## config.mk

```make
export PLATFORM = sky130hd
export DESIGN_NAME = seq_detect_param
export DESIGN_NICKNAME = d
export VERILOG_FILES = /design/src/rtl/seq_detect_param.sv
export SDC_FILE = /design/constraint.sdc
export NUM_CORES = 1
export LEC_CHECK = 0
export ABC_CLOCK_PERIOD_IN_PS = 1700
export BUFFER_PORTS_ARGS = -buffer_cell sky130_fd_sc_hd__buf_4
export CAP_MARGIN = 20
export CORE_MARGIN = 3
export CORE_UTILIZATION = 44
export CTS_CLUSTER_DIAMETER = 200
export DETAILED_ROUTE_END_ITERATION = 8
export PLACE_DENSITY = 0.81
export SYNTH_ARGS = -nofsm -noshare
export SYNTH_HDL_FRONTEND = slang
export SYNTH_SLANG_ARGS = --single-unit
```

## constraint.sdc

```tcl
create_clock -name CLK -period 1.7 [get_ports CLK]
set_input_delay 0.085 -clock CLK [delete_from_list [all_inputs] [get_ports CLK]]
set_output_delay 0.085 -clock CLK [all_outputs]
set_load 0.03 [all_outputs]
```

## src/rtl/seq_detect_param.sv

```systemverilog
// Parametrised Moore serial-pattern detector with KMP-style fallback and a
// saturating detection counter. Transition tables are fixed at elaboration.
module seq_detect_param #(
   parameter int unsigned    N       = 4,
   parameter logic [N-1:0]   PATTERN = 4'b1101,
   parameter int unsigned    OVERLAP = 1,
   parameter int unsigned    CNT_W   = 8,
   localparam int unsigned   SW      = $clog2(N + 1)
) (
   input  logic             CLK,
   input  logic             RESET,
   input  logic             x,
   input  logic             en,
   input  logic             clr_cnt,
   output logic             F,
   output logic [SW-1:0]    S,
   output logic [CNT_W-1:0] MATCH_CNT
);

   localparam int unsigned      NS      = 2 ** SW;
   localparam logic [SW-1:0]    S_IDLE  = '0;
   localparam logic [SW-1:0]    S_FULL  = SW'(N);
   localparam logic [CNT_W-1:0] CNT_MAX = '1;

   // Longest suffix of (first k pattern bits, b) that is also a pattern prefix.
   function automatic int unsigned nxt_f(input int unsigned k, input logic b);
      logic [31:0]  pat;
      logic [31:0]  seq;
      logic [31:0]  mask;
      int unsigned  res;
      pat = 32'(PATTERN);
      if (k == N && OVERLAP == 0) begin
         return (b == PATTERN[N-1]) ? 32'd1 : 32'd0;
      end
      seq = ((pat >> (N - k)) << 1) | 32'(b);
      res = 0;
      for (int unsigned l = 1; l <= N; l++) begin
         if (l <= k + 1) begin
            mask = (32'd1 << l) - 32'd1;
            if ((seq & mask) == ((pat >> (N - l)) & mask)) res = l;
         end
      end
      return res;
   endfunction

   logic [SW-1:0]    nxt0 [NS];
   logic [SW-1:0]    nxt1 [NS];

   logic [SW-1:0]    s_q,   s_d;
   logic             f_q,   f_d;
   logic [CNT_W-1:0] cnt_q, cnt_d;
   logic             hit;

   // Encodings above N are unreachable; they map back to idle for safety.
   for (genvar k = 0; k < NS; k++) begin : g_tab
      if (k <= N) begin : g_live
         assign nxt0[k] = SW'(nxt_f(k, 1'b0));
         assign nxt1[k] = SW'(nxt_f(k, 1'b1));
      end else begin : g_dead
         assign nxt0[k] = S_IDLE;
         assign nxt1[k] = S_IDLE;
      end
   end

   always_ff @(posedge CLK or negedge RESET) begin
      if (!RESET) begin
         s_q   <= S_IDLE;
         f_q   <= 1'b0;
         cnt_q <= '0;
      end else begin
         s_q   <= s_d;
         f_q   <= f_d;
         cnt_q <= cnt_d;
      end
   end

   // F is registered from the next state so it stays a pure state decode.
   always_comb begin
      s_d   = s_q;
      cnt_d = cnt_q;
      hit   = 1'b0;
      if (en) begin
         s_d = x ? nxt1[s_q] : nxt0[s_q];
         hit = (s_d == S_FULL);
      end
      f_d = (s_d == S_FULL);
      if (clr_cnt) begin
         cnt_d = '0;
      end else if (hit && cnt_q != CNT_MAX) begin
         cnt_d = cnt_q + CNT_W'(1);
      end
   end

   assign S         = s_q;
   assign F         = f_q;
   assign MATCH_CNT = cnt_q;

endmodule

```

# Word-level counts from Yosys, hierarchy flattened
# Memory sizes are Yosys's and may differ from the RTL's.
# Index checks and enable logic that the tools add are counted.
# classes
n_addsub	1
n_mul	0
n_div	0
magnitude_cmp	1
eq_ne	3
shifts	0
n_mux	9
bitwise_logic	1
n_reduce_logical	2
# op_table
op	count
$mux 3	6
$mux 8	2
$add 8x1->8 const B	1
$ne 8x8->1 const B	1
$eq 3x3->1 const B	2
$ge 4x4->1 const B	1
$not 3->4	1
$reduce_bool 2->1	1
$logic_and 1x1->1	1
$mux 1	1
# totals
register_bits	12
latch_bits	0
ram_bits	0
romBits	48
out_inout_bits	12
wordCells	22
memories	2
# memory_table
memory	depth	word_bits	read_ports	rd_ports_with_merged_regs	wr	line	source
(no name shown)	8	3	1	0	0	83	s_d = x ? nxt1[s_q] : nxt0[s_q];
(no name shown)	8	3	1	0	0	83	

# Depth between registers and ports, before layout
# depth
ltp_word	10
depth_mapped	7
ltp_nobuf	6

# Worst setup path after synthesis
# OpenSTA, ideal clock, no wires.
# synth_timing
path_type	register to register
start	register s_q[0], in the netlist S[0]
end	register cnt_q[4], in the netlist MATCH_CNT[4]
setup_ns	0.078
arrival_time_ns	1.813
required_time_ns	1.622
setup_slack_ns	-0.191
stages_incl_launch_ff	8
n_path_buf	1
path_cell_list	dfrtp_1 > inv_1 > ha_1 > nor3_4 > o211ai_2 > buf_6 > or3_1 > a21oi_1
# synth_between
elab_chain_len	9
word_cells_on_any_way	12
# synth_lines
element	line	source
from (decl)	49	logic [SW-1:0] s_q, s_d;
from (signal assigned)	67	s_q <= S_IDLE;
from (signal assigned)	71	s_q <= s_d;
$not 3->4 (implied by the code) (*)	83	
$mem_v2 8x3	--	
$mux 3 (implied by the code) (2 in series)	83	
$mux 3 (*)	83	
$eq 3x3->1 (*)	84	hit = (s_d == S_FULL);
$mux 1 (*)	82	if (en) begin
$logic_and 1x1->1 (*)	89	end else if (hit && cnt_q != CNT_MAX) begin
$reduce_bool 2->1 (no source line) (*)	--	
to (signal assigned)	73	cnt_q <= cnt_d;
to (decl)	51	logic [CNT_W-1:0] cnt_q, cnt_d;
# Mark *: on every way between the ends. The rest lies on a longest branch, timed or not. The select of a mux whose other input is x is not followed.
# A chain may end at the register's enable or synchronous reset.

# Worst setup path in the final report
# layout_timing
start	register s_q[0], in the netlist S[0]
end	register cnt_q[7], in the netlist MATCH_CNT[7]
# Same word-level chain as after synthesis.

==> results.sh <==
export IMPL_ys_warn_count=0
export IMPL_p_per_area_nw_per_um2=1080
export IMPL_seqPwrFrac=0.343
export IMPL_grt_pass1_vias=546
export IMPL_rsz0062_at_grt="true"
export IMPL_boundaryPins=17
export IMPL_clk_path_buf_depth=2
export IMPL_antenna_cells=0
export IMPL_violations="setup timing"
export IMPL_routed_wl_um=1580
export IMPL_n_fill_cell=94
export IMPL_die_area_um2=2000
export IMPL_cts_buffers=3
export IMPL_cts_tree="done"
export IMPL_drt_iter0_markers=12
export IMPL_io_buffers=16
export IMPL_drive_gt1_frac=0.462
export IMPL_grt_ovfl_total=0
export IMPL_crit_type="reg2reg"
export IMPL_power_leakage_nw=0.434
export IMPL_intPower_w=0.000655
export IMPL_p_switching_w=0.000359
export IMPL_drv_slew=0
export IMPL_worstSetupEndpointType="register"
export IMPL_hold_viol=0
export IMPL_syn_area_um2=659
export IMPL_cts_sinks=12
export IMPL_swShare=0.354
export IMPL_grt_max_degree=13
export IMPL_synth_area_leaders="dfrtp_1 (46%), ha_1 (7.6%), a21oi_1 (4.6%)"
export IMPL_r2r_cells=6
export IMPL_fmax_mhz=570
export IMPL_crit_fanout=5
export IMPL_ant_nets=0
export IMPL_pwr_share_comb=0.430
export IMPL_slew_headroom=0.821
export IMPL_status="complete, but fails checks"
export IMPL_ys_ff_latch=12
export IMPL_hp_class="in2reg"
export IMPL_required_ps=1900
export IMPL_via_count=609
export IMPL_grt_pass1_wl_um=2330
export IMPL_ys_types=23
export IMPL_worst_pin_slew_ps=267
export IMPL_maxCapViolations=0
export IMPL_drc=0
export IMPL_clk_latency_ps=280
export IMPL_grt_antenna_before_repair=0
export IMPL_finalSetupViolCount=6
export IMPL_synth_area_per_cell_um2=10.5
export IMPL_crit_arrival_ps=1960
export IMPL_post_route_period_util=1.03
export IMPL_die_x_um=44.7
export IMPL_cts_htree_levels=1
export IMPL_ys_seq_area_frac=0.455
export IMPL_cp_cell_sequence="inv_2 > ha_4 > nor3_4 > o211ai_4 > or4_1 > a21oi_1"
export IMPL_cp_endpoint="MATCH_CNT[7]"
export IMPL_core_um2=1350
export IMPL_dr_pass1_iters=4
export IMPL_final_cell_area_um2=937
export IMPL_crit_path_max_incr_delay_ps=480
export IMPL_ir_drop_mv=0.688
export IMPL_start_kind="register"
export IMPL_fin_ws_ps=-55.2
export IMPL_vias_per_cell=5.75
export IMPL_track_usage=0.160
export IMPL_initial_core_util=0.488
export IMPL_wire_per_inst_um=14.9
export IMPL_nets=101
export IMPL_synth_largest_area_cell="dfrtp_1"
export IMPL_setup_tns_ps=-197
export IMPL_syn_inst=63
export IMPL_place_ws_ps=-45.0
export IMPL_cts_root_buffer="clkbuf_4"
export IMPL_p_clk_frac=0.227
export IMPL_period_needed_ps=1760
export IMPL_clk_pin_slew_ps=80
export IMPL_fp_dieH_um=44.7
export IMPL_r2r_start="S[0]"
export IMPL_finClkSkew_ps=6.24
export IMPL_syn_to_final_growth_pct=42.1
export IMPL_synth_top_area_frac=0.455
export IMPL_gp_congestion=0.741
export IMPL_r2r_slack_ps=-60
export IMPL_place_area_um2=836
export IMPL_row_count=13
export IMPL_hpwlAfterDp_um=1020
export IMPL_startpoint="S[0]"
export IMPL_cp_slowest_cell="or4_1"
export IMPL_synth_nets=72
export IMPL_worstReg2RegEnd="MATCH_CNT[7]"
## Yosys cell counts (all sizes together)
| library cell | count |
|---|---|
| xor2 | 1 |
| nand3 | 6 |
| nand4 | 1 |
| and3 | 1 |
| o21ai | 5 |
| nor3 | 1 |
| mux2i | 3 |
| nor3b | 1 |
| dfrtp | 12 |
| mux2 | 2 |
| nand3b | 1 |
| or4 | 3 |
| a21oi | 6 |
| nor2 | 2 |
| ha | 4 |
| nand2 | 2 |
| buf | 2 |
| inv | 3 |
| o211ai | 1 |
| or3 | 3 |
| o31ai | 3 |
## power groups by stage
stage | registers (W) | clock network [W] | logic, W
after floorplan | 0.000410 | 0 | 0.000216
after global placement | 0.000350 | 0 | 0.000401
after detailed placement | 0.000352 | 0 | 0.000408
after CTS | 0.000346 | 0.000238 | 0.000422
after global routing | 0.000352 | 0.000254 | 0.000472
final | 0.000348 | 0.000230 | 0.000436
## through the flow
step	std cells	utilization	hold WS [ps]	total power, W
final	106	0.694	28.7	0.00101
after floorplan	63	-	-211	0.000626
after global routing	106	0.694	21.4	0.00108
after detailed placement	97	0.619	-65.7	0.000760
after CTS	104	0.674	24.1	0.00101
after global placement	97	0.619	-67.5	0.000751
## cell families (layout without fill, tap and decap cells)
kind of cell    after synthesis  count (layout)  synth area share
flops                        12              12             0.455
buf+inv                       5              32            0.0398
mux                           5               5            0.0797
fa+ha+maj                     4               4            0.0759
simple gates                 21              21             0.199
xor+xnor                      1               1            0.0133
compound gates               15              16             0.137
## critical path: cells and delay by family, from the launching register on
family,cells,cell delay (ps)
flops,1,430
buf+inv,1,80
fa+ha+maj,1,210
simple gates,2,670
compound gates,2,290
## cell usage in the layout, fill, tap and decap left out
cell / instances
or4_1: 2
and3_1: 1
a21oi_2: 2
nand4_1: 1
mux2_2: 2
o31ai_1: 3
dfrtp_1: 10
nor2_1: 2
nor3_4: 1
ha_1: 3
nor3b_1: 1
o21ai_0: 5
o211ai_4: 1
nand3_1: 6
ha_4: 1
xor2_1: 1
inv_2: 2
or4_4: 1
a21oi_1: 4
or3_1: 2
clkbuf_4: 3
dfrtp_2: 2
dlygate4sd3_1: 1
o211ai_2: 1
nand3b_1: 1
clkbuf_8: 1
nand2_1: 2
mux2i_1: 3
inv_1: 1
buf_4: 24
or3_2: 1
## what timing repair did
item / 4_1_cts / 5_1_grt
gates cloned: 0 / 1
gates resized for setup: 2 / 3
hold endpoints to repair: 12 / 0
setup endpoints to repair: 4 / 6
buffers inserted: 2 / 1
pin swaps: 1 / 0
hold buffers: 1 / 0
## metal layers
layer	GRT usage	wire length, µm	share of wire
met2	0.266	767	0.49
met4	0.0301	16	0.010
met5	0	0	0
met1	0.192	696	0.44
met3	0.0717	99	0.063
## worst min-delay path by stage
stage | startpoint | end | slack (ps) | cells past startpoint
after floorplan | RESET | F | -210 | 0
after detailed placement | RESET | MATCH_CNT[6] | -70 | 1
after global routing | clr_cnt | MATCH_CNT[3] | 20 | 2
final | clr_cnt | MATCH_CNT[5] | 30 | 2
after global placement | RESET | MATCH_CNT[6] | -70 | 1
after CTS | clr_cnt | MATCH_CNT[5] | 20 | 2
## layout make-up
cell class / instances / area (µm²) / share of cell area
Inverter: 3 / 11.3 / 0.0120
Sequential cell: 12 / 303 / 0.323
Tap cell: 15 / 18.8 / 0.0200
Multi-Input combinational cell: 47 / 378 / 0.403
Clock buffer: 4 / 36.3 / 0.0387
Timing Repair Buffer: 25 / 190 / 0.203
## registers in the layout, summed over array words and instances, names as in the netlist
name / count
S: 3
MATCH_CNT: 8
F: 1
Note: power is estimated with default switching activity, not from simulation.
